===== config.mk =====
export PLATFORM = sky130hd
export DESIGN_NAME = pll_lock_supervisor
export DESIGN_NICKNAME = d
export VERILOG_FILES = /design/src/rtl/pll_lock_supervisor_pkg.sv /design/src/rtl/sync_2ff.sv /design/src/rtl/pll_lock_supervisor.sv
export SDC_FILE = /design/constraint.sdc
export NUM_CORES = 1
export LEC_CHECK = 0
export BUFFER_PORTS_ARGS = -buffer_cell sky130_fd_sc_hd__buf_2
export CAP_MARGIN = 25
export CORE_ASPECT_RATIO = 1.5
export CORE_MARGIN = 10
export CORE_UTILIZATION = 40
export DETAILED_ROUTE_END_ITERATION = 7
export GPL_TIMING_DRIVEN = 0
export RECOVER_POWER = 100
export SYNTH_ARGS = -nofsm -noshare
export SYNTH_HDL_FRONTEND = slang
export SYNTH_SLANG_ARGS = --single-unit

===== constraint.sdc =====
create_clock -name clk -period 2.6 [get_ports clk]
set_input_delay 0.78 -clock clk [delete_from_list [all_inputs] [get_ports clk]]
set_output_delay 0.78 -clock clk [all_outputs]
set_load 0.01 [all_outputs]

===== src/rtl/pll_lock_supervisor_pkg.sv =====
// rtl/pll_lock_supervisor_pkg.sv - shared state encodings for the PLL lock supervisor
package pll_lock_supervisor_pkg;

    localparam int PLLSUP_STATE_W = 3;

    typedef enum logic [PLLSUP_STATE_W-1:0] {
        PLLSUP_WAIT_LOCK = 3'd0,
        PLLSUP_STABILIZE = 3'd1,
        PLLSUP_STRETCH   = 3'd2,
        PLLSUP_RUN       = 3'd3
    } pllsup_state_e;

endpackage


===== src/rtl/sync_2ff.sv =====
// rtl/sync_2ff.sv - multi-flop synchronizer for a single asynchronous level
module sync_2ff #(
    parameter int STAGES = 2
) (
    input  logic clk,
    input  logic rst_n,
    input  logic d,
    output logic q
);

    logic [STAGES-1:0] sync_sr;

    // Shift the async level through STAGES flops; only the last one is used downstream
    always_ff @(posedge clk or negedge rst_n) begin
        if (!rst_n) begin
            sync_sr <= '0;
        end else begin
            sync_sr <= {sync_sr[STAGES-2:0], d};
        end
    end

    assign q = sync_sr[STAGES-1];

endmodule


===== src/rtl/pll_lock_supervisor.sv =====
// rtl/pll_lock_supervisor.sv - qualifies PLL lock, drives system reset, counts lock losses
module pll_lock_supervisor
    import pll_lock_supervisor_pkg::*;
#(
    parameter int SYNC_STAGES   = 2,
    parameter int LOCK_HOLD     = 1024,
    parameter int RESET_STRETCH = 16,
    parameter int TIMEOUT       = 65535,
    parameter int CNT_W         = 8
) (
    input  logic             clk,
    input  logic             resetn,
    input  logic             locked,
    input  logic             sw_reset_req,
    input  logic             clr_count,
    output logic             sys_resetn,
    output logic             pll_ok,
    output logic             lost_pulse,
    output logic [CNT_W-1:0] loss_count,
    output logic             lock_timeout,
    output logic [2:0]       state_o
);

    localparam int HOLD_W = $clog2(LOCK_HOLD + 1);
    localparam int STR_W  = $clog2(RESET_STRETCH + 1);
    localparam int TO_W   = $clog2(TIMEOUT + 1);

    pllsup_state_e state;
    pllsup_state_e next_state;
    logic          locked_s;
    logic [HOLD_W-1:0] hold_cnt;
    logic [STR_W-1:0]  str_cnt;
    logic [TO_W-1:0]   to_cnt;
    logic          loss_evt;
    logic          to_inc;

    sync_2ff #(
        .STAGES (SYNC_STAGES)
    ) u_locked_sync (
        .clk   (clk),
        .rst_n (resetn),
        .d     (locked),
        .q     (locked_s)
    );

    // A loss is only a loss once we have been released into RUN
    assign loss_evt = (state == PLLSUP_RUN) && !locked_s;

    // The timeout window covers every non-RUN cycle; the counter parks at TIMEOUT
    assign to_inc = (state != PLLSUP_RUN) && (to_cnt != TO_W'(TIMEOUT));

    // Next-state decode; any unused encoding falls back to WAIT_LOCK
    always_comb begin
        next_state = PLLSUP_WAIT_LOCK;
        if (!sw_reset_req) begin
            case (state)
                PLLSUP_WAIT_LOCK: next_state = locked_s ? PLLSUP_STABILIZE : PLLSUP_WAIT_LOCK;
                PLLSUP_STABILIZE: begin
                    if (!locked_s)
                        next_state = PLLSUP_WAIT_LOCK;
                    else if (hold_cnt == HOLD_W'(LOCK_HOLD))
                        next_state = PLLSUP_STRETCH;
                    else
                        next_state = PLLSUP_STABILIZE;
                end
                PLLSUP_STRETCH: begin
                    if (!locked_s)
                        next_state = PLLSUP_WAIT_LOCK;
                    else if (str_cnt == STR_W'(RESET_STRETCH))
                        next_state = PLLSUP_RUN;
                    else
                        next_state = PLLSUP_STRETCH;
                end
                PLLSUP_RUN:       next_state = locked_s ? PLLSUP_RUN : PLLSUP_WAIT_LOCK;
                default:          next_state = PLLSUP_WAIT_LOCK;
            endcase
        end
    end

    // State, qualification counters and registered outputs
    always_ff @(posedge clk or negedge resetn) begin
        if (!resetn) begin
            state        <= PLLSUP_WAIT_LOCK;
            hold_cnt     <= '0;
            str_cnt      <= '0;
            to_cnt       <= '0;
            sys_resetn   <= 1'b0;
            pll_ok       <= 1'b0;
            lost_pulse   <= 1'b0;
            loss_count   <= '0;
            lock_timeout <= 1'b0;
        end else begin
            state <= next_state;

            // Registering next_state==RUN keeps the reset release glitch-free
            sys_resetn <= (next_state == PLLSUP_RUN);
            pll_ok     <= (next_state == PLLSUP_RUN);

            // Counters restart from 1 on entry and clear whenever their state is left
            if (next_state == PLLSUP_STABILIZE)
                hold_cnt <= (state == PLLSUP_STABILIZE) ? hold_cnt + HOLD_W'(1) : HOLD_W'(1);
            else
                hold_cnt <= '0;

            if (next_state == PLLSUP_STRETCH)
                str_cnt <= (state == PLLSUP_STRETCH) ? str_cnt + STR_W'(1) : STR_W'(1);
            else
                str_cnt <= '0;

            if (sw_reset_req || next_state == PLLSUP_RUN)
                to_cnt <= '0;
            else if (to_inc)
                to_cnt <= to_cnt + TO_W'(1);

            // Sticky: the FSM keeps retrying but software must see the slow start
            if (!sw_reset_req && next_state != PLLSUP_RUN && to_inc &&
                to_cnt == TO_W'(TIMEOUT - 1))
                lock_timeout <= 1'b1;

            // A loss coinciding with sw_reset_req is still reported
            lost_pulse <= loss_evt;

            if (clr_count)
                loss_count <= loss_evt ? CNT_W'(1) : '0;
            else if (loss_evt && loss_count != {CNT_W{1'b1}})
                loss_count <= loss_count + CNT_W'(1);
        end
    end

    assign state_o = state;

endmodule


==> reports/metrics.cfg, run 1 <==
[sta]
setup_viol=0
drv_slew=0
slew_headroom_pct=32.06
fin_skew_ns=0.009263
rsz0062_at_grt=no
fin_crit_ns=2.234
finalHoldWorstSlack_ns=0.3588
worst_pin_slew_ns=1.011
finalWorstSetupSlack_ns=0.3657
min_period_over_period_pct=85.93
finalHoldViolations=0
tns_ns=0
fmax_ghz=0.4476

[clock_network]
htree_levels=2
clock_latency_ns=0.30
cts_buffers=5
cts_buffer_depth=2
cts_resized=0
cts_tree=yes
cts.sinks=47
post_cts_buffers=0
ctsHoldBuffers=0
clock-root-buffer=clkbuf_8
cts.clk_slew.worst_paths_ns=0.08

[worst_setup_path]
startpoint_type=flip-flop
r2r_start=str_cnt[0]
rrSetupSlack_ns=0.37
worstSetupEndpointType=flip-flop
startpoint=str_cnt[0]
r2r_cells=7
crit_fanout=10
crit_family=simple AND/OR/NAND/NOR gates
crit_slowest_cell=nor4bb_1
worstReg2RegEnd=lock_timeout
crit_buf_inv=2
slowest_delay_ns=0.49
worstPathArrival_ns=2.41
crit_required_ns=2.77
critical_path_class=reg -> reg
path_cells=inv_1 -> ha_1 -> nor4bb_1 -> o211ai_1 -> nand2b_1 -> clkbuf_1 -> o31ai_1

[worst_hold_path]
holdCritPathClass=reg -> reg
hp-start=u_locked_sync.sync_sr[0]
worst_hold_path.num_cells=0
holdPathEnd=u_locked_sync.sync_sr[1]

[synthesis]
synth_top_area_share_pct=46.33
synth_seq_area_share_pct=46.33
synthesis.area_um2=2539
synth_cell_types=45
syn_nets=269
yosysMostFrequentCell=dfrtp_1
synth_top_area_cell=dfrtp_1
synth-edff-count=0
async_flop_share_pct=100.0
ys_ff_latch=47
synth_top_cells_by_count=dfrtp_1 (47), nor2_1 (24), inv_1 (16), nand3_1 (14), nand2_1 (13)
synth_area_leaders=dfrtp_1 (46%), mux2i_1 (4.3%), nor2_1 (3.5%), ha_1 (3.4%), nand3b_1 (3.3%)
synthCells=257
synth_warnings=0
synth.avg_cell_area_um2=9.878
ys.flop_type=dfrtp_1

[cells_and_area]
antenna_cells=0
final_cell_area_um2=2784
fillers=620
drive_above_1_share_pct=9.187
fin_nets=294
syn_to_final_growth_pct=9.660
finalNonFillerCells=357

[floorplan]
die-area_um2=9999
fp-row-count=35
start_util_pct=41.11
core-area_um2=6175
fp.dieH_um=117.6
die_w_um=85.05
io-pin-count=20

[global_routing]
grt_use_total_pct=10.77
grt_pass1_wl_um=9225
antenna_found_initial=0
grt_pass1_vias=1974
gr-total-overflow=0
grt_max_degree=40

[routing]
antenna_left=0
dr.first_iter.drc_count=183
vias=1964
viasPerCell=5.501
drc=0
wl_um=5252
drt_pass1_iterations=4
wl_per_cell_um=14.71

[placement]
dp_cells=349
numPortBuffers=17
place_ws_ns=0.3135
dpl.hpwl_um=3718
placedInstanceArea_um2=2736
place.gp.congestion=0.7668

[pwr]
power_leakage_nw=1.116
p_per_area_nw_per_um2=446.3
worst_ir_drop_vdd_mv=0.3232

[job]
drv_cap=0

[run_status]
outcome=finished, final reports clean

## sequential cells by signal (all words and copies together), names as in the netlist
register,flops
u_locked_sync.sync_sr,2
pll_ok,1
to_cnt,16
loss_count,8
state_o,2
lock_timeout,1
str_cnt,5
hold_cnt,11
lost_pulse,1
## where the power goes
group	internal (mW)	total, mW	switching (mW)
Clock	0.189	0.428	0.239
Sequential	0.737	0.747	0.00922
Combinational	0.0239	0.0676	0.0438
## layout by cell type (no fill, tap or decap), drive strengths merged, types with 2 or more instances in the layout
master,netlist,routed
dfrtp,47,47
clkbuf,5,28
nor2,24,24
inv,16,16
nand3,14,14
nand2,13,13
a21oi,11,11
nand3b,11,11
mux2i,11,11
nand4,11,11
a211oi,9,9
or3b,8,8
xnor2,7,7
xor2,7,7
ha,7,7
and3,6,6
nor3,6,6
buf,4,6
nor4,4,4
o31ai,4,4
nor2b,3,3
or4,3,3
or3,3,3
nor4b,2,2
o21ai,2,2
a21boi,2,2
nand2b,2,2
a31oi,2,2
a311oi,2,2
and4,2,2
## kinds of logic after synthesis
| family | synth area share (%) |
|---|---|
| AND/OR/NAND/NOR | 26.71 |
| flip-flops | 46.33 |
| AO/OA/AOI/OAI | 10.15 |
| buffers and inverters | 4.041 |
| XOR/XNOR | 4.830 |
| multiplexers | 4.337 |
| adder cells (fa/ha/maj) | 3.450 |
| other | 0.1477 |
## layer usage
layer	part of all wire [%]	vias to the layer above	global-route usage, %	routed length, um
li1	-	981	-	-
met1	47	949	13.12	2491
met2	48	30	17.51	2536
met3	3.3	4	2.839	175
met4	0.93	0	3.926	49
met5	0	-	0	0
## final cells by class
class                      instances  area, um2  share of cell area (%)
clock inverter                     1      5.005                  0.1798
timing repair buffer              18      71.32                   2.562
tap                               74      92.59                   3.326
inverter                          16      60.06                   2.157
clock buffer                       7      76.32                   2.742
sequential                        47       1176                   42.25
multi-input combinational        185       1260                   45.26
buffer                             9      42.54                   1.528
## how the worst max path moves through the flow
stage                         to  slack, ns  cells after the start
floorplan             to_cnt[12]       0.74                      5
global placement    lock_timeout       0.36                      7
detailed placement  lock_timeout       0.31                      7
CTS                 lock_timeout       0.30                      7
global route        lock_timeout       0.15                      7
finish              lock_timeout       0.37                      7
## through the flow
step	total power, mW	util (%)
floorplan	0.7997	-
global placement	0.8288	43.99
detailed placement	0.8342	44.32
CTS	1.266	45.63
global route	1.303	45.09
finish	1.243	45.09
(Power assumes the default switching activity.)
==> run 2, diff against run 1 <==
ABC_AREA = 1   (was unset)
==> run 2 against run 1 <==
Count of clock-buffer cells in the layout decreased by 1. First-iteration DRC count shrank 73%. Die area grew 3.0%. Largest cell class unchanged.
==> reports/metrics.cfg, run 2 <==
[synthesis]
synthesis.area_um2=2634
synthCells=348
syn_nets=360
synth_cell_types=28
synth_top_cells_by_count=nand2_1 (104), nor2_1 (57), dfrtp_1 (47), inv_1 (34), nand3_1 (25)
synth_area_leaders=dfrtp_1 (45%), nand2_1 (15%), nor2_1 (8.1%), inv_1 (4.8%), nand3_1 (4.8%)
synth-edff-count=0
synth_top_area_share_pct=44.66
synth.avg_cell_area_um2=7.568
async_flop_share_pct=100.0
synth_top_area_cell=dfrtp_1
ys_ff_latch=47
synth_seq_area_share_pct=44.66
ys.flop_type=dfrtp_1
yosysMostFrequentCell=nand2_1
synth_warnings=0

[clock_network]
post_cts_buffers=0
cts_buffer_depth=2
cts.clk_slew.worst_paths_ns=0.10
cts_buffers=5
clock_latency_ns=0.31
htree_levels=2
cts_tree=yes
cts_resized=0
ctsHoldBuffers=0
clock-root-buffer=clkbuf_8
cts.sinks=47

[cells_and_area]
largest_register_ffs=16
final_cell_mix=nand2_1 (105), nor2_1 (58), dfrtp_1 (47), inv_1 (36), nand3_1 (25)
fillers=686
seqCellArea_um2=1176
syn_to_final_growth_pct=9.216
multi_input_area_um2=1257
drive_above_1_share_pct=6.933
layout_commonest_cell=nand2_1
top_regs=to_cnt (16), hold_cnt (11), loss_count (8)
top_register=to_cnt
utilization_pct=44.66
fin_nets=386
finalNonFillerCells=451
antenna_cells=0

[worst_setup_path]
crit_required_ns=2.85
worstSetupEndpointType=flip-flop
startpoint_type=flip-flop
crit_fanout=10
worstPathArrival_ns=2.21
critical_path_class=reg -> reg

[floorplan]
fp-row-count=36
die_w_um=86.26
start_util_pct=40.89
io-pin-count=20
die-area_um2=10300
core-area_um2=6441
fp.dieH_um=119.4

[sta]
finalHoldWorstSlack_ns=0.3877
finalWorstSetupSlack_ns=0.6412
finalHoldViolations=0
worst_pin_slew_ns=0.8622
setup_viol=0
rsz0062_at_grt=no
fin_crit_ns=1.959
tns_ns=0
drv_slew=0
fmax_ghz=0.5105
slew_headroom_pct=42.52
min_period_over_period_pct=75.34
fin_skew_ns=0.01309

[job]
drv_cap=0

[routing]
antenna_left=0
wl_per_cell_um=12.31
dr.first_iter.drc_count=50
drt_pass1_iterations=4
drc=0
wl_um=5554
viasPerCell=4.947
vias=2231

[run_status]
outcome=finished, final reports clean

[global_routing]
antenna_found_initial=0
grt_pass1_wl_um=10100
grt_pass1_vias=2258
grt_max_degree=33
gr-total-overflow=0
grt_use_total_pct=11.74

[pwr]
worst_ir_drop_vdd_mv=0.1961
power_leakage_nw=1.349
p_per_area_nw_per_um2=445.3
p_switching_mw=0.3129
seq_power_share_pct=58.3
clkPwrFrac_pct=37.7
swShare_pct=24.43
combPwrFrac_pct=4.0
internal-power_mw=0.9679

[placement]
dp_cells=443
dpl.hpwl_um=4163
place.gp.congestion=0.8146
place_ws_ns=0.6512
numPortBuffers=18

[worst_hold_path]
holdCritPathClass=reg -> reg

run 2: cell types whose count changed after synthesis, sizes merged, moves of 8 or more:
cell,before,now
nand2,13,106
nor2,24,62
inv,16,39
nand3,14,26
mux2i,11,0
nand3b,11,0
a211oi,9,0
or3b,8,0
run 2: worst paths after layout:
kind                                          start                  endpoint  slack, ns  depth (start not counted)
setup / recovery                         str_cnt[0]                 to_cnt[4]       0.64                         12
hold / removal             u_locked_sync.sync_sr[0]  u_locked_sync.sync_sr[1]       0.39                          0
setup reg to reg                         str_cnt[0]                 to_cnt[4]       0.64                         12
hold reg to reg            u_locked_sync.sync_sr[0]  u_locked_sync.sync_sr[1]       0.39                          0
max in group asynchronous                    resetn                state_o[0]       0.77                          2
min in group asynchronous                    resetn                 to_cnt[7]       0.55                          1
run 2: kinds of logic (layout without fill, tap and decap cells):
logic type	after synthesis	count (layout)	share of synthesized area, %
and+or+nand+nor	215	215	35.49
other	1	1	0.1424
AOI/OAI and AO/OA	21	21	4.846
DFF	47	47	44.66
adders and majority gates	7	7	3.325
xor gates and xnor gates	15	15	4.988
buffers and inverters	42	69	6.556
run 2: power by group through the flow:
stage	Clock [mW]	Combinational, mW	Sequential (mW)
after floorplan	0	0.0275	0.760
after global placement	0	0.0536	0.761
after detailed placement	0	0.0585	0.762
after CTS	0.508	0.0587	0.747
after global routing	0.533	0.0600	0.749
final	0.483	0.0515	0.747
run 2: final cells by class:
type,instances,area share [%]
inverters,39,5.089
flip-flops and latches,47,40.89
clock buffers,6,2.871
clock inverters,2,0.5655
multi-input cells,259,43.71
repair buffers,19,2.653
well taps,76,3.306
plain buffers,3,0.9134
run 2: critical path: stages (launching register included):
cell	delay [ns]
dfrtp_1	0.37
inv_1	0.06
ha_1	0.19
nand2_1	0.06
inv_1	0.03
nand3_1	0.07
nand2_1	0.08
nand2_1	0.13
nand2_1	0.22
nor2_1	0.37
buf_6	0.20
nand2_1	0.05
nand2_1	0.07
run 2: per-layer routing:
metal / vias up / GRT usage (%) / share of wire [%]
met3: 7 / 2.865 / 3.5
met1: 1052 / 13.01 / 44
met2: 28 / 20.52 / 51
met5: - / 0 / 0
met4: 0 / 5.081 / 1.8
li1: 1144 / - / -
run 2: through the flow:
step / power (mW) / instance area, um2
2_1_floorplan: 0.7871 / 2634
3_3_place_gp: 0.8150 / 2819
3_5_place_dp: 0.8201 / 2839
4_1_cts: 1.314 / 2938
5_1_grt: 1.341 / 2877
6_report: 1.281 / 2877
==> run 3, diff against run 2 <==
clock period = 2.05 ns   (was 2.6 ns; I/O delays follow)
==> run 3 against run 2 <==
Final cell count did not move. Critical endpoint unchanged. Register-to-register slack got worse by 0.39 ns. Sequential share of layout area fell by 0.53 points. Combinational power rose by 38%. Fmax rose by 8.9%. Sequential cell count did not move. Highest routed layer unchanged. Setup slack got worse by 0.39 ns. Clock power rose by 27%.
==> reports/metrics.cfg, run 3 (same netlist as run 2, synthesis figures left out) <==
[clock_network]
cts.sinks=47
cts_tree=yes
cts.clk_slew.worst_paths_ns=0.10
post_cts_buffers=0
cts_buffers=5
clock-root-buffer=clkbuf_8
clock_latency_ns=0.31
htree_levels=2
cts_buffer_depth=2

[routing]
wl_um=5544
vias=2235
viasPerCell=4.956
drc=0
antenna_left=0
drt_pass1_iterations=4
wl_per_cell_um=12.29
dr.first_iter.drc_count=67

[global_routing]
antenna_found_initial=0
grt_use_total_pct=11.74
gr-total-overflow=0
grt_max_degree=33
grt_pass1_vias=2258
grt_pass1_wl_um=10100

[cells_and_area]
top_register=to_cnt
largest_register_ffs=16
final_cell_area_um2=2914
layout_commonest_cell=nand2_1
final_cell_mix=nand2_1 (105), nor2_1 (57), dfrtp_1 (47), inv_1 (36), nand3_1 (26)
antenna_cells=0
drive_above_1_share_pct=7.200
fillers=684
top_regs=to_cnt (16), hold_cnt (11), loss_count (8)
syn_to_final_growth_pct=10.64
fin_nets=386

[sta]
tns_ns=0
fin_skew_ns=0.01306
drv_slew=0
worst_pin_slew_ns=0.9455
setup_viol=0
finalHoldViolations=0
fmax_ghz=0.5560
finalHoldWorstSlack_ns=0.3875
slew_headroom_pct=36.96
fin_crit_ns=1.798
min_period_over_period_pct=87.73
rsz0062_at_grt=no

[placement]
placedInstanceArea_um2=2839
dpl.hpwl_um=4163
place.gp.congestion=0.8146
numPortBuffers=18

[worst_setup_path]
worstSetupEndpointType=flip-flop
rrSetupSlack_ns=0.25
crit_slowest_cell=dfrtp_1
critical_path_class=reg -> reg
path_cells=ha_1 -> nand3_1 -> inv_2 -> nand2_1 -> nor2_4 -> nor2_4 -> nor2_8 -> buf_6 -> nand2_1 -> nand2_1
worstPathArrival_ns=2.00
startpoint_type=flip-flop
crit_top_cell=nand2_1
crit_fanout=10
slowest_delay_ns=0.43
crit_required_ns=2.26

[floorplan]
die-area_um2=10300
start_util_pct=40.89
fp-row-count=36
die_w_um=86.26
io-pin-count=20
fp.dieH_um=119.4
core-area_um2=6441

[pwr]
worst_ir_drop_vdd_mv=0.2483
p_per_area_nw_per_um2=559.9
power_leakage_nw=1.369

[job]
drv_cap=0

[run_status]
outcome=finished, final reports clean

[worst_hold_path]
holdCritPathClass=reg -> reg

[run 3: changes by cell type in the layout (fill, tap and decap cells not counted), sizes merged]
| cell | before | now |
|---|---|---|
| clkbuf | 22 | 21 |
| buf | 6 | 7 |
[run 3: repair_timing]
item	in CTS	in global routing
hold buffers	0	0
hold endpoints to repair	0	0
endpoints found under the setup margin	0	1
resized for setup	0	1
[run 3: worst max-delay path, delay by kind of cell, from the launching register on]
family                     cells  cell delay [ns]
and+or+nand+nor                7             0.81
DFF                            1             0.43
buffers and inverters          2             0.21
adders and majority gates      1             0.24
[run 3: routing by layer]
layer  up-vias  share of wire [%]  wire length [um]  global-route usage [%]
met1      1048                 44              2417                   13.01
met5         -                  0                 0                       0
met2        32                 51              2811                   20.52
li1       1148                  -                 -                       -
met4         0                1.8               102                   5.081
met3         7                3.8               212                   2.865
[run 3: final timing paths]
kind	cells after the start	to	from
max in group asynchronous	2	state_o[0]	resetn
max reg2reg	10	to_cnt[4]	to_cnt[0]
min reg2reg	0	u_locked_sync.sync_sr[1]	u_locked_sync.sync_sr[0]
min	0	u_locked_sync.sync_sr[1]	u_locked_sync.sync_sr[0]
max	10	to_cnt[4]	to_cnt[0]
min in group asynchronous	1	to_cnt[7]	resetn
[run 3: metrics by stage]
| step | worst slack, ns | std cells | util, % | total power [mW] |
|---|---|---|---|---|
| 6_report | 0.2516 | 451 | 45.24 | 1.631 |
| 3_3_place_gp | 0.2039 | 442 | 43.76 | 1.034 |
| 3_5_place_dp | 0.1950 | 443 | 44.08 | 1.040 |
| 4_1_cts | 0.1979 | 451 | 45.61 | 1.666 |
| 2_1_floorplan | 0.5559 | 348 | - | 0.9983 |
| 5_1_grt | 0.07049 | 451 | 45.24 | 1.707 |
[run 3: layout make-up]
cell class	instances	area [um2]	area share, %
buffer	3	26.28	0.9017
timing repair buffer	19	91.34	3.134
clock inverter	2	16.27	0.5582
tap	76	95.09	3.263
inverter	39	146.4	5.024
clock buffer	6	82.58	2.834
multi-input combinational	259	1280	43.92
sequential	47	1176	40.36
[run 3: where the power goes]
| group | total [mW] | switching [mW] | leakage, nW | internal, mW |
|---|---|---|---|---|
| Combinational | 0.0710 | 0.0506 | 0.679 | 0.0204 |
| Sequential | 0.947 | 0.0121 | 0.642 | 0.935 |
| Clock | 0.613 | 0.337 | 0.0474 | 0.276 |
| Total | 1.63 | 0.400 | 1.37 | 1.23 |
